$ cat config.mk
export PLATFORM = sky130hd
export DESIGN_NAME = q_sync_arbiter
export DESIGN_NICKNAME = d
export VERILOG_FILES = /design/src/rtl/q_sync_arbiter_pkg.sv /design/src/rtl/q_sync_arbiter_rr_picker.sv /design/src/rtl/q_sync_arbiter.sv
export SDC_FILE = /design/constraint.sdc
export NUM_CORES = 1
export LEC_CHECK = 0
export ABC_AREA = 1
export ABC_CLOCK_PERIOD_IN_PS = 1830
export BUFFER_PORTS_ARGS = -buffer_cell sky130_fd_sc_hd__buf_2
export CORE_UTILIZATION = 52
export CTS_CLUSTER_SIZE = 20
export DETAILED_ROUTE_END_ITERATION = 8
export PLACE_DENSITY = 0.78
export SLEW_MARGIN = 30
export SYNTH_ARGS = -nofsm -noshare
export SYNTH_HDL_FRONTEND = slang
export SYNTH_SLANG_ARGS = --single-unit
$ cat constraint.sdc
create_clock -name clock -period 1.83 [get_ports clock]
set_clock_uncertainty 0.05 [all_clocks]
set_input_delay 0.2745 -clock clock [delete_from_list [all_inputs] [get_ports clock]]
set_output_delay 0.2745 -clock clock [all_outputs]
set_load 0.005 [all_outputs]
$ cat src/rtl/q_sync_arbiter_pkg.sv
// q_sync_pkg: shared state encoding, stats width and id sizing helper for q_sync_arbiter
package q_sync_pkg;
  typedef enum logic [1:0] {IDLE, GRANT, EVAL, RESULT} state_t;
  localparam int STATS_W = 16;
  function automatic int id_w(input int n);
    return (n > 1) ? $clog2(n) : 1;
  endfunction
endpackage

$ cat src/rtl/q_sync_arbiter_rr_picker.sv
// q_rr_picker: combinational round-robin pick of the first request at or after ptr
module q_rr_picker import q_sync_pkg::*; #(
  parameter int N_REQ = 4,
  localparam int IW = id_w(N_REQ)
) (
  input  logic [N_REQ-1:0] req,
  input  logic [IW-1:0]    ptr,
  output logic [N_REQ-1:0] onehot,
  output logic [IW-1:0]    idx,
  output logic             any
);
  logic [IW:0] pos;
  always_comb begin
    idx = '0;
    any = 1'b0;
    pos = '0;
    for (int i = 0; i < N_REQ; i++) begin
      pos = {1'b0, ptr} + (IW+1)'(i);
      pos = (pos >= (IW+1)'(N_REQ)) ? pos - (IW+1)'(N_REQ) : pos;
      if (!any && req[pos[IW-1:0]]) begin
        idx = pos[IW-1:0];
        any = 1'b1;
      end
    end
    onehot = '0;
    onehot[idx] = any;
  end
endmodule

$ cat src/rtl/q_sync_arbiter.sv
// q_sync_arbiter: round-robin sharing of one Q-flop synchronizer between N_REQ requesters.
// Define QSYNC_STATS_EN to add saturating sample_count/timeout_count outputs.
module q_sync_arbiter import q_sync_pkg::*; #(
  parameter int N_REQ = 4,
  parameter int TIMEOUT = 15,
  localparam int IW = id_w(N_REQ)
) (
  input  logic             clock,
  input  logic             reset,
  input  logic [N_REQ-1:0] req,
  input  logic [N_REQ-1:0] req_data,
  output logic [N_REQ-1:0] gnt,
  output logic             res_valid,
  input  logic             res_ready,
  output logic [IW-1:0]    res_id,
  output logic             res_value,
  output logic             res_timeout,
  output logic             qf_data,
  output logic             qf_clock,
  input  logic             qf_ack,
  input  logic             qf_out,
  output logic             busy
`ifdef QSYNC_STATS_EN
  ,
  output logic [STATS_W-1:0] sample_count,
  output logic [STATS_W-1:0] timeout_count
`endif
);
  localparam int CW = $clog2(TIMEOUT + 1);
  state_t state, state_d;
  logic [IW-1:0] ptr, id, pick_idx;
  logic [N_REQ-1:0] pick_oh;
  logic pick_any, expire, done;
  logic [CW-1:0] cnt;
  q_rr_picker #(.N_REQ(N_REQ)) u_picker (
    .req(req),
    .ptr(ptr),
    .onehot(pick_oh),
    .idx(pick_idx),
    .any(pick_any)
  );
  assign expire = cnt == CW'(TIMEOUT - 1);
  // ack takes priority over expiry, so a late ack still reports a clean sample
  assign done = (state == EVAL) && (qf_ack || expire);
  assign qf_clock = state == EVAL;
  assign res_valid = state == RESULT;
  assign busy = state != IDLE;
  assign res_id = id;
  always_comb begin
    state_d = state;
    case (state)
      IDLE:    state_d = pick_any ? GRANT : IDLE;
      GRANT:   state_d = EVAL;
      EVAL:    state_d = done ? RESULT : EVAL;
      RESULT:  state_d = res_ready ? IDLE : RESULT;
      default: state_d = IDLE;
    endcase
  end
  always_ff @(posedge clock) begin
    if (reset) state <= IDLE;
    else state <= state_d;
  end
  always_ff @(posedge clock) begin
    if (reset) begin
      gnt <= '0;
      id <= '0;
      ptr <= '0;
      qf_data <= 1'b0;
      cnt <= '0;
      res_value <= 1'b0;
      res_timeout <= 1'b0;
    end else begin
      if (state == IDLE && pick_any) begin
        gnt <= pick_oh;
        id <= pick_idx;
        qf_data <= req_data[pick_idx];
      end
      if (state == GRANT) ptr <= (id == IW'(N_REQ - 1)) ? '0 : id + 1'b1;
      if (state == RESULT && res_ready) gnt <= '0;
      cnt <= (state == EVAL && !done) ? cnt + 1'b1 : '0;
      if (done) begin
        res_value <= qf_out;
        res_timeout <= !qf_ack;
      end
    end
  end
`ifdef QSYNC_STATS_EN
  logic hs;
  assign hs = res_valid && res_ready;
  always_ff @(posedge clock) begin
    if (reset) begin
      sample_count <= '0;
      timeout_count <= '0;
    end else begin
      sample_count <= (hs && sample_count != '1) ? sample_count + 1'b1 : sample_count;
      timeout_count <= (hs && res_timeout && timeout_count != '1) ? timeout_count + 1'b1 : timeout_count;
    end
  end
`endif
endmodule

## Word-level counts from Yosys, hierarchy flattened

Cells that the tools add are included.

| storage, ports and cells | value |
|---|---|
| logic and storage cells | 81 |
| input port bits | 13 |
| output and inout port bits | 12 |
| register bits after elaboration | 17 |

| cells by class | value |
|---|---|
| eq/ne operators | 5 |
| bitwise logic cells | 2 |
| reductions and logical operators | 18 |
| add/sub/neg operators | 9 |
| magnitude comparators | 10 |
| muxes and demuxes | 29 |

Operator list:

| cell | number |
|---|---|
| $mux 2 | 10 |
| $lt 2x3->1 const B | 5 |
| $mux 1 | 12 |
| $bmux 1 s2 | 5 |
| $ge 3x3->1 const B | 3 |
| $logic_and 1x1->1 | 8 |
| $pmux 2 s4 | 1 |
| $sub 2x1->2 const B | 4 |
| $add 2x2->3 const B | 2 |
| $eq 2x2->1 const B | 3 |
| $logic_not 1->1 | 5 |
| $add 4x1->4 const B | 1 |
| $and 4x4->4 | 1 |
| $eq 4x4->1 const B | 1 |
| $reduce_or 2->1 | 2 |
| $add 2x1->3 const B | 1 |
| $ge 2x3->1 const B | 1 |
| $add 2x1->2 const B | 1 |
| $demux 1 s2 | 1 |
| $eq 2x1->1 const B | 1 |
| $ge 2x1->1 const B | 1 |
| $logic_not 2->1 | 1 |
| $reduce_bool 2->1 | 1 |
| $logic_or 1x1->1 | 1 |
| $not 1->1 | 1 |

## Longest topological paths before layout

| depth | value |
|---|---|
| word-level depth | 19 |
| mapped depth | 15 |
| gate-level depth less buffers | 14 |

## Cells and area by module

A second synthesis with hierarchy kept.

| second synthesis, totals | value |
|---|---|
| cell total of the unflattened synthesis | 170 |
| area, all modules | 1,146.1 sq um |

By module, submodules not included:

| module | instances | area each (sq um) | sequential area each (sq um) | cells each |
|---|---|---|---|---|
| q_sync_arbiter | 1 | 759.5 | 340.3 | 100 |
| q_rr_picker | 1 | 386.6 | 0.0 | 70 |

## Worst setup path before layout

No wires, ideal clock.

| path | value |
|---|---|
| path kind | flip-flop to flip-flop |
| start | register ptr[0] |
| end | register qf_data |
| arrival time | 1.335 ns |
| cell stages (with the launch flop) | 14 |
| library setup time | 0.109 ns |
| setup slack | 0.336 ns |
| path buffers | 1 |
| period minus slack after synthesis | 1.494 ns |
| path through | dfxtp_1 buf_6 inv_8 nand2_1 nand2_1 nor2_4 nor2_1 nand3_4 nand3_4 inv_2 nor2_2 nor2_1 nand2_1 inv_1 |

| between the ends | value |
|---|---|
| word-level cells in the longest chain between the ends | 16 |
| elaborated cells on any way between the ends | 40 |

RTL lines:

| what | line | RTL |
|---|---|---|
| start, declared | q_sync_arbiter.sv:31 | `logic [IW-1:0] ptr, id, pick_idx;` |
| start signal, assigned | q_sync_arbiter.sv:78 | `if (state == GRANT) ptr <= (id == IW'(N_REQ - 1)) ? '0 : id + 1'b1;` |
| parallel branches: the longest is 16 deep, another holds $add 2x1->3 | - |  |
| end signal, assigned | q_sync_arbiter.sv:76 | `qf_data <= req_data[pick_idx];` |
| end, declared | q_sync_arbiter.sv:18 | `output logic qf_data,` |

Several ways; the timed one is not identified. The select of a mux whose other input is x is not followed.
A chain may end at the register's enable or synchronous reset.

## Final worst setup path

Ends and elaborated chain as after synthesis.

==> metrics.txt <==
status=finished, final reports clean; Mapped Nets=169; post-CTS setup buffers=0; Clock Latency Late Sink=0.29 ns; Power Dens Cells=1350 mW/mm^2; PostCTS Resize Cnt=0; fraction of layout cells with a size suffix above 1=28.2%; Peak Freq=603 MHz; clock power share=12.1%; slowest CP cell=dfxtp_1; largest net degree at the start of global routing=11; clk sink count=17; global-route wire length before repair=3510 um; CTS root buffer=clkbuf_4; Vias/cell=5.03; TritonCTS clock tree=yes; CP Data Arrival Time=1.81 ns; H-tree Lvls=1; FF-to-FF End=qf_data$_SDFFE_PP0P_; ant diodes=0; Worst Max-Slew Pin Slew=0.609 ns; Worst setup SP type=register; Iteration-0 DRC Markers=26; max incr delay on CP=0.31 ns; placed cells=202; CTS max path bufs=2; WHS Endpoint=res_timeout$_SDFFE_PP0P_; Hold Path Depth=2; Core Region=0.00180 mm^2; Row Count=15; worst flop-to-flop path startpoint=ptr[0]$_SDFFE_PP0N_; Starting Density=58.4%; final number of max-transition violations=0; RSZ-0062 raised after global routing=false; critical path endpoint category=register; Max-slew headroom=59.0%; Clock Pin Slew Worst Setup and Hold Paths=0.10 ns; post-route cell area=0.00123 mm^2; setup violators final=0; gr ovfl total=0; Fin. Hold Viols=0; Crit Path Max Fanout=10; Yosys reg bits=17; Die Y=47.0 um; WHS=0.114 ns; CP Cell Sequence=buf_4 -> inv_8 -> nand2_1 -> nand3_1 -> nand2_2 -> nor2_4 -> nand3_4 -> nand3_4 -> inv_2 -> nor2_2 -> nor2_1 -> nand2_1 -> inv_1; Int Power=0.880 mW; vias in the first global route=923; dpl ws=0.178 ns; # DRC=0; DP HPWL=1750 um; Non-Filler Instances=206; Crit Path Class=register to register; cell family with most CP delay=simple AND/OR/NAND/NOR gates; DR WL/cell=10.4 um; Tmin final=1.66 ns; Placed Area=0.00120 mm^2; critical path buffer and inverter count=4; total number of vias=1036; Final nets=198; register share of total power=31.7%; sequential share of the synthesized area=32.3%; Worst R2R Setup Slack=0.17 ns; R2R depth=13; switch share=46.9%; Leak=0.657 nW; Switch Pwr=0.777 mW; Final TNS setup=0 ns; TritonCTS buffer count=3; initial antenna violation count=0; worst hold start=qf_ack; final worst-path setup slack=0.170 ns; Final ANT Viol Nets=0; CTS Hold Bufs=0; die area=0.00221 mm^2; First-pass DRT Iterations=4; Yosys warning count=0; IO Pins=25; Synth cell types=24; Area growth, synth to finish=16.6%; GPL Wtd Cong=0.944; maximum VDD drop=0.729 mV; cells after synthesis=153; Final Cycle Share=90.7%; Tightest Hold Check Type=primary input to register; GRT Total Usage=22.3%; final wirelength=2140 um; Netlist Area Pre-Place=0.00105 mm^2; synthesized area per cell=6.88 um^2; combinational share of power=56.2%; Max-cap violations=0; Die X=47.0 um; port bufs=24; critical path required time=1.98 ns
[metrics by stage]
stage	total power [mW]	util (%)
finish	1.66	68.1
global route	1.81	68.1
CTS	1.66	68.1
detailed placement	1.46	66.6
global placement	1.43	66.6
floorplan	1.25	-
[how the worst max path moves through the flow]
| stage | start | end | slack, ns | cells past startpoint |
|---|---|---|---|---|
| floorplan | ptr[0]$_SDFFE_PP0N_ | qf_data$_SDFFE_PP0P_ | 0.34 | 13 |
| global placement | ptr[0]$_SDFFE_PP0N_ | qf_data$_SDFFE_PP0P_ | 0.20 | 13 |
| detailed placement | ptr[0]$_SDFFE_PP0N_ | qf_data$_SDFFE_PP0P_ | 0.18 | 13 |
| CTS | ptr[0]$_SDFFE_PP0N_ | qf_data$_SDFFE_PP0P_ | 0.16 | 13 |
| global route | ptr[0]$_SDFFE_PP0N_ | qf_data$_SDFFE_PP0P_ | 0.009 | 13 |
| finish | ptr[0]$_SDFFE_PP0N_ | qf_data$_SDFFE_PP0P_ | 0.17 | 13 |
[kinds of logic after synthesis]
logic type	count (synthesis)	share of synthesized area, %
AO/OA/AOI/OAI	19	9.87
XOR/XNOR	2	1.66
adder cells (fa/ha/maj)	3	3.57
buffers and inverters	27	11.1
flip-flops	17	32.3
AND/OR/NAND/NOR	85	41.5
[cells in the final DEF (no fill, tap or decap), drive strengths merged]
cell,Yosys,layout
a21oi,12,12
a31oi,1,1
clkbuf,0,3
o21ai,5,5
nand3,17,17
buf,1,25
nand4,2,2
nor2,18,18
a31o,1,1
inv,26,26
nor3,1,1
clkinv,0,1
nand2,47,47
xnor2,1,1
xor2,1,1
ha,3,3
dfxtp,17,17
[per-layer routing]
metal  vias to the layer above  part of all wire (%)  GRT usage [%]
li1                        541                     -              -
met1                       455                    43           26.6
met4                         0                   1.2           8.00
met5                         -                     0              0
met2                        36                    50           39.4
met3                         4                   5.4           4.62
[power by group through the flow]
stage | logic [mW] | registers, mW | clock network (mW)
after floorplan | 0.713 | 0.533 | 0
after global placement | 0.906 | 0.528 | 0
after detailed placement | 0.928 | 0.533 | 0
after CTS | 0.932 | 0.526 | 0.204
after global routing | 1.05 | 0.535 | 0.222
final | 0.931 | 0.525 | 0.201
[registers in the layout, summed over array words and instances, names as in the netlist]
signal	flops
state	2
res_value	1
ptr	2
qf_data	1
res_id	2
res_timeout	1
cnt	4
gnt	4
[Yosys cell counts]
library cell | n | area [um^2]
a21oi_2 | 1 | 8.76
inv_8 | 1 | 11.3
nand3_1 | 13 | 65.1
nand3_2 | 2 | 20.0
nand3_4 | 2 | 35.0
xnor2_1 | 1 | 8.76
nor3_1 | 1 | 5.00
xor2_1 | 1 | 8.76
o21ai_0 | 5 | 25.0
nor2_1 | 13 | 48.8
buf_6 | 1 | 11.3
nand2_4 | 1 | 11.3
nand4_1 | 2 | 12.5
inv_2 | 3 | 11.3
a21oi_1 | 11 | 55.1
nand2_1 | 40 | 150
a31o_2 | 1 | 8.76
dfxtp_1 | 17 | 340
nor2_4 | 4 | 45.0
a31oi_1 | 1 | 6.26
nand2_2 | 6 | 37.5
ha_1 | 3 | 37.5
nor2_2 | 1 | 6.26
inv_1 | 22 | 82.6
[cell type report]
type	instances	area, um^2
clock buffer	3	22.5
tap	25	31.3
clock inverter	1	5.00
fill	172	574
multi-input combinational	109	596
timing repair buffer	25	128
sequential	17	340
inverter	26	105
Note: power is estimated with default switching activity, not from simulation.
